## src/rtl/oam_dma_if.sv

```systemverilog
// Signal bundle between the OAM DMA controller, the CPU and the shared memory bus.
// The slave modport is the controller's view; master is the system (CPU + memories).
interface oam_dma_if;
   logic [15:0] cpu_addr;
   logic [7:0]  cpu_data_w;
   logic        cpu_write_enable;
   logic [7:0]  cpu_data_r;
   logic [15:0] bus_addr;
   logic [7:0]  bus_data_w;
   logic        bus_write_enable;
   logic [7:0]  bus_data_r;
   logic        dma_active;

   modport master (
      output cpu_addr, cpu_data_w, cpu_write_enable, bus_data_r,
      input  cpu_data_r, bus_addr, bus_data_w, bus_write_enable, dma_active
   );

   modport slave (
      input  cpu_addr, cpu_data_w, cpu_write_enable, bus_data_r,
      output cpu_data_r, bus_addr, bus_data_w, bus_write_enable, dma_active
   );
endinterface

```

## src/rtl/oam_dma.sv

```systemverilog
// OAM DMA controller: a write to REG_ADDR copies LENGTH bytes from page src_hi
// to DST_BASE, one read cycle then one write cycle per byte, owning the bus meanwhile.
module oam_dma #(
   parameter logic [15:0] REG_ADDR    = 16'hFF46,
   parameter logic [15:0] DST_BASE    = 16'hFE00,
   parameter int unsigned LENGTH      = 160,
   parameter int unsigned START_DELAY = 2
) (
   input  logic       clk,
   input  logic       reset,
   oam_dma_if.slave   io
);
   localparam logic [1:0] ST_IDLE  = 2'd0;
   localparam logic [1:0] ST_START = 2'd1;
   localparam logic [1:0] ST_READ  = 2'd2;
   localparam logic [1:0] ST_WRITE = 2'd3;

   localparam int unsigned DELAY_W = (START_DELAY < 2) ? 1 : $clog2(START_DELAY + 1);
   localparam logic [DELAY_W-1:0] DELAY_INIT = DELAY_W'(START_DELAY);
   localparam logic [DELAY_W-1:0] DELAY_ONE  = DELAY_W'(1);
   localparam logic [7:0] LAST_IDX = 8'(LENGTH - 1);

   logic [1:0]         state;
   logic [1:0]         state_nx;
   logic [7:0]         src_hi;
   logic [7:0]         idx;
   logic [7:0]         byte_buf;
   logic [DELAY_W-1:0] delay;
   logic               active_q;
   logic               reg_hit;
   logic               trigger;
   logic [7:0]         src_mirror;

   assign reg_hit = (io.cpu_addr == REG_ADDR);
   assign trigger = io.cpu_write_enable && reg_hit;

   // Pages E0..FF are the echo of C0..DF, so fold them back before use.
   assign src_mirror = (io.cpu_data_w >= 8'hE0) ? io.cpu_data_w - 8'h20 : io.cpu_data_w;

   // A trigger restarts the sequence from any state, including mid-copy.
   always_comb begin
      // NOTE: every variable assigned in always_comb gets a default first; a path
      // that leaves it unassigned would infer a latch.
      state_nx = state;
      if (trigger) begin
         state_nx = ST_START;
      end else begin
         case (state)
            ST_START: if (delay == DELAY_ONE) state_nx = ST_READ;
            ST_READ:  state_nx = ST_WRITE;
            ST_WRITE: state_nx = (idx == LAST_IDX) ? ST_IDLE : ST_READ;
            default:  state_nx = state;
         endcase
      end
   end

   always_ff @(posedge clk) begin
      // NOTE: sequential state uses non-blocking assignments so every register
      // samples the pre-edge values regardless of statement order.
      if (reset) begin
         state    <= ST_IDLE;
         src_hi   <= 8'hFF;
         idx      <= 8'h00;
         delay    <= '0;
         byte_buf <= 8'h00;
         active_q <= 1'b0;
      end else begin
         state    <= state_nx;
         active_q <= (state_nx != ST_IDLE);
         if (trigger) begin
            src_hi <= src_mirror;
            idx    <= 8'h00;
            delay  <= DELAY_INIT;
         end else begin
            case (state)
               ST_START: delay    <= delay - DELAY_ONE;
               ST_READ:  byte_buf <= io.bus_data_r;
               ST_WRITE: idx      <= idx + 8'd1;
               default:  ;
            endcase
         end
      end
   end

   // Bus mux: CPU passthrough when idle, DMA addresses while copying.
   // The write that is already on the bus during a retrigger still commits.
   always_comb begin
      io.bus_addr         = io.cpu_addr;
      io.bus_data_w       = io.cpu_data_w;
      io.bus_write_enable = 1'b0;
      io.cpu_data_r       = 8'hFF;
      case (state)
         ST_IDLE: begin
            io.bus_write_enable = io.cpu_write_enable && !reg_hit;
            io.cpu_data_r       = io.bus_data_r;
         end
         ST_READ: begin
            io.bus_addr = {src_hi, idx};
         end
         ST_WRITE: begin
            io.bus_addr         = DST_BASE + {8'h00, idx};
            io.bus_data_w       = byte_buf;
            io.bus_write_enable = 1'b1;
         end
         default: ;
      endcase
      if (reg_hit) io.cpu_data_r = src_hi;
      // Reset aborts at once: the byte in flight during reset is not written.
      if (reset) io.bus_write_enable = 1'b0;
   end

   assign io.dma_active = active_q;
endmodule
```

## src/flat_wrapper.sv

```systemverilog
// flat-port wrapper written by rule: the top's interface ports become plain ports
module oam_dma_flat 
#(
   parameter logic [15:0] REG_ADDR    = 16'hFF46,
   parameter logic [15:0] DST_BASE    = 16'hFE00,
   parameter int unsigned LENGTH      = 160,
   parameter int unsigned START_DELAY = 2
)
  (clk, reset, io_cpu_addr, io_cpu_data_w, io_cpu_write_enable, io_bus_data_r, io_cpu_data_r, io_bus_addr, io_bus_data_w, io_bus_write_enable, io_dma_active);
  oam_dma_if io_i ();
  input  logic clk;
  input  logic reset;
  input wire logic [$bits(io_i.cpu_addr)-1:0] io_cpu_addr;
  input wire logic [$bits(io_i.cpu_data_w)-1:0] io_cpu_data_w;
  input wire logic [$bits(io_i.cpu_write_enable)-1:0] io_cpu_write_enable;
  input wire logic [$bits(io_i.bus_data_r)-1:0] io_bus_data_r;
  output wire logic [$bits(io_i.cpu_data_r)-1:0] io_cpu_data_r;
  output wire logic [$bits(io_i.bus_addr)-1:0] io_bus_addr;
  output wire logic [$bits(io_i.bus_data_w)-1:0] io_bus_data_w;
  output wire logic [$bits(io_i.bus_write_enable)-1:0] io_bus_write_enable;
  output wire logic [$bits(io_i.dma_active)-1:0] io_dma_active;
  assign io_i.cpu_addr = io_cpu_addr;
  assign io_i.cpu_data_w = io_cpu_data_w;
  assign io_i.cpu_write_enable = io_cpu_write_enable;
  assign io_i.bus_data_r = io_bus_data_r;
  assign io_cpu_data_r = io_i.cpu_data_r;
  assign io_bus_addr = io_i.bus_addr;
  assign io_bus_data_w = io_i.bus_data_w;
  assign io_bus_write_enable = io_i.bus_write_enable;
  assign io_dma_active = io_i.dma_active;
  oam_dma #(.REG_ADDR(REG_ADDR), .DST_BASE(DST_BASE), .LENGTH(LENGTH), .START_DELAY(START_DELAY)) u_core (.clk(clk), .reset(reset), .io(io_i));
endmodule
```

## config.mk

```make
export PLATFORM = sky130hd
export DESIGN_NAME = oam_dma_flat
export DESIGN_NICKNAME = d
export VERILOG_FILES = /design/src/rtl/oam_dma_if.sv /design/src/rtl/oam_dma.sv /design/src/flat_wrapper.sv
export SDC_FILE = /design/constraint.sdc
export NUM_CORES = 1
export LEC_CHECK = 0
export ABC_AREA = 1
export CORE_AREA = 2 2 68 70
export CTS_CLUSTER_SIZE = 16
export DETAILED_ROUTE_END_ITERATION = 16
export DIE_AREA = 0 0 70 72
export GPL_TIMING_DRIVEN = 1
export PLACE_DENSITY_LB_ADDON = 0.3
export SYNTH_ARGS = -nofsm -noshare
export SYNTH_HDL_FRONTEND = slang
export SYNTH_SLANG_ARGS = --single-unit
```

## constraint.sdc

```tcl
create_clock -name clk -period 1.9 [get_ports clk]
set_input_delay 0.285 -clock clk [delete_from_list [all_inputs] [get_ports clk]]
set_output_delay 0.285 -clock clk [all_outputs]
set_load 0.02 [all_outputs]
```

==> impl_results.md <==
- Status: finished, final reports clean
- Post-layout instance area: 3000 sq um
- Vias in the first global route: 2116
- Setup crit end kind: output port
- Hold Startpoint: u_core.src_hi[5]
- Crit path buf inv count: 2
- RSZ-0062 raised after global routing: yes
- Met2 usage: 0.416
- Net count reported at finish: 437
- Critical Path Source: u_core.state[0]
- Final setup viols: 0
- Utilization after layout: 0.703
- R2R Path Start: u_core.state[1]
- Total CTS buffers: 5
- Post-synthesis cell type count: 25
- Fraction of layout cells with a size suffix above 1: 0.259
- Antenna fix cells: 0
- Avg Cell Area, Syn: 6.33 sq um
- Initial cell density of the core: 0.427
- Slowest CP cell: dfxtp_4
- Placed cells: 426
- Most common cell after layout, fill and taps aside: nand2_1
- Worst EP arrival: 1.57 ns
- Register area share after synthesis: 0.319
- Drt wl/cell: 13.6 microns
- Vias per cell: 5.13
- Minimum clock period: 1.85 ns
- Die area: 5040 sq um
- Synth warn: 0
- Antenna viol nets, final: 0
- Crit path required time: 1.62 ns
- PortBufs: 68
- Critical Path Start Type: register
- Yosys reg bits: 29
- Relative slew slack: 0.803
- Syn Inst Count: 288
- Crit path max fanout: 3
- Drt pass-1 iters: 4
- CTS Root Cell: clkbuf_8
- Fill count: 352
- Met3 GRT Util: 0.0542
- Final worst slack: 0.0492 ns
- Vias: 2286
- Worst setup path class: register to output port
- Maximum VDD drop: 354 uV
- Place WS: -0.559 ns
- P per Cell Area: 465 nW/um^2
- Leak: 1.59 nW
- Worst path cell trace: inv_4, ha_1, or2_2, a21oi_2, buf_6
- Commonest cells after routing, fill and taps aside: nand2_1 (82), buf_4 (40), inv_1 (31), nor2_1 (31), dfxtp_1 (27)
- Initial antenna violation count: 0
- Hold crit path type: register to register
- Clock latency on the worst-skew pair: 0.28 ns
- Post-route DRC: 0
- Hold Violations, Final: 0
- CP peak stage delay: 0.38 ns
- Syn nets: 331
- Max cap viols: 0
- FMAX: 0.540 GHz
- Netlist Area Pre-Place: 1820 sq um
- CP delay by family, top: flip-flops
- Final WL: 6080 microns
- Overall power: 1.39 mW
- Period utilization: 0.974
- CORE AREA: 4260 sq um
- Setup Skew: 0.00559 ns
- Actual slew at the worst max-slew pin: 0.296 ns
- Max Root-Sink Buffers: 2
- H-Tree Depth: 2
- Cell Count, Final, Fillers Out: 446
- Overflow after GRT: 0
- Largest net degree at the start of global routing: 26
- Clock transition at path regs: 0.06 ns
- Met1 GRT Util: 0.284
- Placement Rows: 24
- Initial drt markers: 156
- Global placement routability congestion: 0.818
- Slew Viols, Final: 0
- Die width: 70 microns
- Grt peak-use layer: met2
- First-pass GRT wire length: 9660 microns
- HPWL after DPL: 4090 microns
- Die H: 72 microns
- CTS tree: built
- # clock sinks: 29
- Placed cell areas: 2710 sq um
- IO Pins: 69
- Total track usage: 0.239
- Area Growth Syn to Fin: 64.6%
stage by stage:
| step | hold WS, ns | TNS (ns) |
|---|---|---|
| after CTS | 0.462 | -0.342 |
| after global placement | 0.439 | -6.62 |
| final | 0.459 | 0 |
| after global routing | 0.492 | -0.0380 |
| after floorplan | 0.354 | 0 |
| after detailed placement | 0.447 | -7.34 |
worst register-to-register path, cell delays in order, from the launching register on:
cell and delay, ns:
dfxtp_4 0.39, ha_4 0.17, inv_1 0.06, buf_4 0.14
buf_4 0.13, nor2_1 0.17, nand3_1 0.11, xor2_1 0.15
nor2_1 0.05
cells in the mapped netlist, drive strengths merged:
| cell type | n | share of area |
|---|---|---|
| nand3 | 23 | 0.070 |
| dfxtp | 29 | 0.32 |
| buf | 8 | 0.036 |
| inv | 34 | 0.070 |
| xnor2 | 1 | 0.0048 |
| nand2 | 87 | 0.18 |
| a21oi | 19 | 0.052 |
| xor2 | 4 | 0.019 |
| ha | 8 | 0.055 |
| a22o | 1 | 0.0048 |
| a31oi | 8 | 0.027 |
| clkbuf | 4 | 0.0082 |
| or2 | 1 | 0.0034 |
| nor3 | 2 | 0.0055 |
| nor2 | 37 | 0.083 |
| clkinv | 1 | 0.0021 |
| o21ai | 20 | 0.055 |
| nand4 | 1 | 0.0034 |
worst paths after layout:
kind	end	slack (ns)	cells past startpoint
setup / recovery	io_bus_write_enable	0.05	5
hold / removal	u_core.src_hi[5]	0.46	2
setup reg to reg	u_core.idx[6]	0.41	8
hold reg to reg	u_core.src_hi[5]	0.46	2
flip-flops by register name, summed over array words and instances, names as in the netlist:
signal                count
u_core.io.dma_active      1
u_core.idx                8
u_core.src_hi             8
u_core.state              2
u_core.delay              2
u_core.byte_buf           8
report_power, final:
part           switching (mW)  leakage, nW  internal [mW]  total [mW]
sequential         0.00000314        0.235          0.605       0.605
clock                   0.227       0.0443          0.287       0.514
combinational           0.136         1.31          0.140       0.275
routing by layer:
metal  share of wire  vias up
met5               0        -
met4           0.025        0
li1                -     1128
met3           0.072       17
met1            0.41     1049
met2            0.49       92
cells by family (layout without fill, tap and decap cells):
kind of cell,Yosys count,after routing,synth area share
fa+ha+maj,8,8,0.0549
simple gates,151,153,0.346
compound gates,48,48,0.139
flops,29,29,0.319
buf+inv,47,151,0.117
xor+xnor,5,5,0.0240
cell type report:
cell class,instances,area [sq um],share of cell area
clock buffer,7,86.3,0.0288
inverter,35,139,0.0463
timing repair buffer,109,970,0.323
sequential,29,588,0.196
multi-input combinational,214,1150,0.384
tap,52,65.1,0.0217
repair_timing:
item | 4_1_cts | 5_1_grt
hold buffers | 0 | 0
setup buffers | 8 | 2
pin swaps | 8 | 8
resized for setup | 160 | 44
cloned | 2 | 1
setup endpoints to repair | 33 | 20
Note: power is estimated with default switching activity, not from simulation.
